--- src/rtl/i2s_rx.sv ---
// I2S slave receiver: samples bit clock, word select and data in the system clock domain.
// Emits each coherent left/right pair with a strobe, plus a hysteresis "ear" bit from the left channel.
module i2s_rx #(
  parameter int DW = 16,
  parameter logic signed [DW-1:0] HI = 16'sh0400,
  parameter logic signed [DW-1:0] LO = -16'sh0400
) (
  input  logic          clock,
  input  logic          reset,
  input  logic          sck,
  input  logic          lr,
  input  logic          d,
  output logic [DW-1:0] ldata,
  output logic [DW-1:0] rdata,
  output logic          strobe,
  output logic          ear
);

  localparam int CW = $clog2(DW + 1);
  localparam logic [DW-1:0] MSB = {1'b1, {(DW-1){1'b0}}};

  logic          sck_s1_q, sck_s2_q, sck_s3_q;
  logic          lr_s1_q, lr_s2_q;
  logic          d_s1_q, d_s2_q;
  logic [DW-1:0] sh_q;
  logic [CW-1:0] cnt_q;
  logic          ch_q;
  logic          started_q;
  logic          lvalid_q;
  logic [DW-1:0] pend_q;
  logic [DW-1:0] ldata_q, rdata_q;
  logic          strobe_q;
  logic          ear_q;

  logic          rise;
  logic          lr_chg;
  logic [DW-1:0] mask;
  logic [DW-1:0] word_d;
  logic          ear_d;

  // mask shifts out to zero once cnt saturates, so extra slot bits drop
  always_comb begin
    rise   = sck_s2_q & ~sck_s3_q;
    lr_chg = rise & (lr_s2_q != ch_q);
    mask   = MSB >> cnt_q;
    word_d = d_s2_q ? (sh_q | mask) : sh_q;
    ear_d  = ear_q;
    if ($signed(ldata_q) > HI)
      ear_d = 1'b1;
    else if ($signed(ldata_q) < LO)
      ear_d = 1'b0;
  end

  always_ff @(posedge clock or posedge reset) begin
    if (reset) begin
      sck_s1_q  <= 1'b0;
      sck_s2_q  <= 1'b0;
      sck_s3_q  <= 1'b0;
      lr_s1_q   <= 1'b0;
      lr_s2_q   <= 1'b0;
      d_s1_q    <= 1'b0;
      d_s2_q    <= 1'b0;
      sh_q      <= '0;
      cnt_q     <= '0;
      ch_q      <= 1'b0;
      started_q <= 1'b0;
      lvalid_q  <= 1'b0;
      pend_q    <= '0;
      ldata_q   <= '0;
      rdata_q   <= '0;
      strobe_q  <= 1'b0;
      ear_q     <= 1'b0;
    end else begin
      sck_s1_q <= sck;
      sck_s2_q <= sck_s1_q;
      sck_s3_q <= sck_s2_q;
      lr_s1_q  <= lr;
      lr_s2_q  <= lr_s1_q;
      d_s1_q   <= d;
      d_s2_q   <= d_s1_q;
      strobe_q <= 1'b0;
      if (strobe_q)
        ear_q <= ear_d;
      if (rise) begin
        if (!lr_chg) begin
          sh_q <= word_d;
          if (cnt_q < CW'(DW))
            cnt_q <= cnt_q + CW'(1);
        end else begin
          sh_q      <= '0;
          cnt_q     <= '0;
          ch_q      <= lr_s2_q;
          started_q <= 1'b1;
          // words whose start boundary was not seen are dropped
          if (started_q) begin
            if (!ch_q) begin
              pend_q   <= word_d;
              lvalid_q <= 1'b1;
            end else if (lvalid_q) begin
              ldata_q  <= pend_q;
              rdata_q  <= word_d;
              strobe_q <= 1'b1;
              lvalid_q <= 1'b0;
            end
          end
        end
      end
    end
  end

  assign ldata  = ldata_q;
  assign rdata  = rdata_q;
  assign strobe = strobe_q;
  assign ear    = ear_q;

endmodule

--- config.mk ---
export PLATFORM = sky130hd
export DESIGN_NAME = i2s_rx
export DESIGN_NICKNAME = d
export VERILOG_FILES = /design/src/rtl/i2s_rx.sv
export SDC_FILE = /design/constraint.sdc
export NUM_CORES = 1
export LEC_CHECK = 0
export ABC_CLOCK_PERIOD_IN_PS = 3700
export CAP_MARGIN = 10
export CORE_UTILIZATION = 54
export CTS_CLUSTER_SIZE = 20
export DETAILED_ROUTE_END_ITERATION = 10
export PLACE_DENSITY = 0.78
export SLEW_MARGIN = 20
export SYNTH_ARGS = -nofsm -noshare
export SYNTH_HDL_FRONTEND = slang
export SYNTH_SLANG_ARGS = --single-unit
--- constraint.sdc ---
create_clock -name clock -period 3.7 [get_ports clock]
set_input_delay 0.74 -clock clock [delete_from_list [all_inputs] [get_ports clock]]
set_output_delay 0.74 -clock clock [all_outputs]
set_load 0.02 [all_outputs]
# Yosys cells after proc, flatten, opt, wreduce, memory -nomap -nowiden
# Index checks and enable logic that the tools add are counted.
# op_classes
add_sub_neg	1
n_lt_le_gt_ge	3
n_eq_ne	1
shifts	1
mux	12
bitwise	5
n_reduce_logical	8
# ops
operator	n
$mux 16	2
$gt 16x12->1 const B	1
$lt 16x11->1 const B	1
$or 16x16->16	1
$shr 16x5->16 const A	1
$mux 5	2
$mux 1	8
$reduce_and 2->1	3
$add 5x1->5 const B	1
$lt 5x5->1 const B	1
$reduce_and 5->1	1
$reduce_and 4->1	1
$reduce_bool 2->1	2
$reduce_and 3->1	1
$and 1x1->1	2
$not 1->1	2
$ne 1x1->1	1
# totals
reg_bits	81

# Depth between registers and ports, before layout
# logic_depth
depth_word	5
depth_mapped	6
depth_no_buf	4

# Worst setup path before layout
# No wires, ideal clock.
# synth_timing
path_kind	register to register
start	register ldata_q[6] (netlist: ldata[6])
end	register ear_q (netlist: ear)
setup_time_ns	0.132
t_arrival_ns	1.471
slack_ns	2.097
path_stages_with_launch	5
n_path_buf	0
synth_period_minus_slack_ns	1.603
cell_sequence	dfrtp_1 > or4_4 > o41ai_2 > a21boi_1 > a2bb2oi_1
# synth_between
elab_chain_len	3
# synth_lines
element	line_no	text
from (decl)	31	logic [DW-1:0] ldata_q, rdata_q;
from (signal assigned)	100	ldata_q <= pend_q;
$gt 16x12->1 / $lt 16x11->1 (equally long branches)	48, 50	
$reduce_bool 2->1 (no source line)	n/a	
$reduce_and 2->1 (no source line)	n/a	
to (signal assigned)	83	ear_q <= ear_d;
to (decl)	33	logic ear_q;
# Several ways; a longest one is shown, not always the timed one.
# A chain may end at the register's enable or synchronous reset.

# Final worst setup path
# layout_timing
start	register ldata_q[14] (netlist: ldata[14])
end	output ldata[14]
# layout_rtl
element	line_no	text
to (decl)	13	output logic [DW-1:0] ldata,
# No word-level cell between the ends.

==> metrics <==
average routed wire per standard cell 14.5 um; Worst Hold Depth 0; root buffer cell clkbuf_8; DP Worst Slack 1.80 ns; initial drt markers 154; initial antenna violation count 0; Clock Latency Late Sink 0.34 ns; clk_skew 0.00909 ns; H-tree Lvls 3; R2R Setup Slk 1.85 ns; Slew HR 54.3%; CTS clock-pin slew for the worst setup and hold paths 0.08 ns; Fin Hold WS 0.358 ns; row cnt 27; first-pass detailed-route iteration total 4; Syn. warnings 0; main flop type after synthesis dfrtp_1; GR Util All Layers 21.1%; worst-path fanout max 4; setup TNS 0 ns; quantity of gates resized following cts 0; crit end category primary output; commonest non-fill, non-tap cells in the layout dfrtp_1, nand2_1, clkdlybuf4s50_1; Tightest Hold Check Type reg2reg; die area 6130 um^2; Worst Setup SP ldata[14]; leak pwr 0.00174 uW; Crit path arrival time 1.38 ns; CP startpoint kind flip-flop; Slew Viols, Final 0; fmax 472 MHz; global-route wire length before repair 9660 um; DRC violations left 0; Syn Nets 286; total congestion overflow 0; # diodes 0; Worst Reg-to-Reg Cells 4; final setup violation count 0; synthesized flop and latch total 81; slowest stage cell on the critical path clkdlybuf4s50_1; Slowest Stage Delay on Critical Path 0.63 ns; Crit Path Class reg2out; CTS Buf Count 9; share of layout cells above drive strength 1 8.44%; via count 2100; vias in the first global route 2024; Setup WS post-layout 1.58 ns; post-CTS setup buffers 0; Chip Width 78.3 um; Crit path buffers/inverters 1; MaxCap Viol Count 0; multi-input combinational cell area 1040 um^2; cell area after synthesis 3150 um^2; Longest Clk Path Bufs 2; worst path cell trace clkdlybuf4s50_1; largest net degree at the start of global routing 50; ANT nets after route 0; Post-synth EDFFs 0; RR Startpoint sck_s3_q; Critical path destination ldata[14]; Die Y 78.3 um; critical path depth 1; min Tclk post-route 2.12 ns; hold_buf cts 0; area of the core 5570 um^2; Detailed Route WL 5670 um; Fin. Hold Viols 0; Slew @ Worst Pin 0.684 ns; Final period util 57.3%; RR Endpoint lvalid_q; # fillers 416; port bufs 38; Peak supply drop 0.423 mV; I/O pins 39; CTS tree yes; Initial Util 56.4%; FFs w/ async S/R, synth 100%; pwr dens 544 nW/um^2; area delta synth->final 20.7%; Synth Area per Inst 11.4 um^2; Via density 5.36; hpwl dp 3930 um; Final #Nets 326; Seq/Total Area, Yosys 64.4%; GPL Wtd Cong 0.817; status complete, no violations; clock sink total 81; largest delay contributor family on the critical path buffers and inverters; commonest non-fill, non-tap cell in the layout dfrtp_1; Cell variety after synth 36; Post-Syn Instances 275; register area 2030 um^2; unrepaired setup endpoints after global routing no; Util after Layout 68.1%; WP data required 2.96 ns
[cells by family (layout without fill, tap and decap cells)]
logic type | count (synthesis) | count (layout) | share of synthesized area, %
AOI/OAI and AO/OA | 64 | 64 | 11.2
xor gates and xnor gates | 3 | 3 | 0.835
adders and majority gates | 6 | 6 | 2.39
buffers and inverters | 18 | 63 | 2.39
DFF | 81 | 81 | 64.4
muxes | 16 | 16 | 5.73
and+or+nand+nor | 87 | 87 | 13.0
[cells in the mapped netlist, drive strengths merged, types with 2 or more instances]
cell / n / area share [%]
a21oi: 14 / 2.2
a31oi: 3 / 0.60
and2: 5 / 0.99
buf: 5 / 0.84
clkbuf: 8 / 0.95
dfrtp: 81 / 64
ha: 6 / 2.4
inv: 5 / 0.60
mux2: 16 / 5.7
nand2: 46 / 5.5
nand4: 2 / 0.40
nor2: 13 / 1.6
nor3: 9 / 1.4
nor3b: 2 / 0.80
o21ai: 41 / 6.5
or2: 2 / 0.40
or4: 2 / 0.60
xor2: 2 / 0.56
[registers in the layout, indices dropped and copies added, names as in the netlist, 5 cells and up]
name and count:
rdata 16, cnt_q 5, pend_q 16, sh_q 16, ldata 16
[power by group]
part / switching, uW / leakage (uW) / total, uW / internal, uW
clock: 311 / 0.0000912 / 621 / 310
combinational: 221 / 0.000554 / 383 / 162
sequential: 80.2 / 0.00110 / 1060 / 983
total: 612 / 0.00174 / 2070 / 1450
[worst min-delay path by stage]
| stage | start | end | slack [ns] |
|---|---|---|---|
| floorplan | d_s1_q | d_s2_q | 0.33 |
| global placement | d_s1_q | d_s2_q | 0.33 |
| detailed placement | sck_s1_q | sck_s2_q | 0.34 |
| CTS | lr_s1_q | lr_s2_q | 0.36 |
| global route | lr_s1_q | lr_s2_q | 0.36 |
| finish | sck_s1_q | sck_s2_q | 0.36 |
[through the flow]
step | std cells | instance area, um^2 | power [uW]
3_5_place_dp | 376 | 3600 | 1460
2_1_floorplan | 275 | 3150 | 1310
6_report | 392 | 3800 | 2070
4_1_cts | 392 | 3800 | 2080
5_1_grt | 392 | 3800 | 2180
3_3_place_gp | 376 | 3600 | 1450
[per-layer routing]
metal	routed length [um]	up-vias	global-route usage [%]
met3	205	8	4.88
met4	75	0	9.44
met2	2620	52	32.5
li1	-	1020	-
met1	2770	1020	28.9
met5	0	-	0
[cell type report]
type | instances | area share, %
clock buffers | 9 | 3.26
clock inverters | 7 | 1.88
inverters | 5 | 0.494
multi-input cells | 176 | 27.5
flip-flops and latches | 81 | 53.4
well taps | 72 | 2.37
repair buffers | 42 | 11.1
No activity file was read; power rests on OpenSTA's default activity.
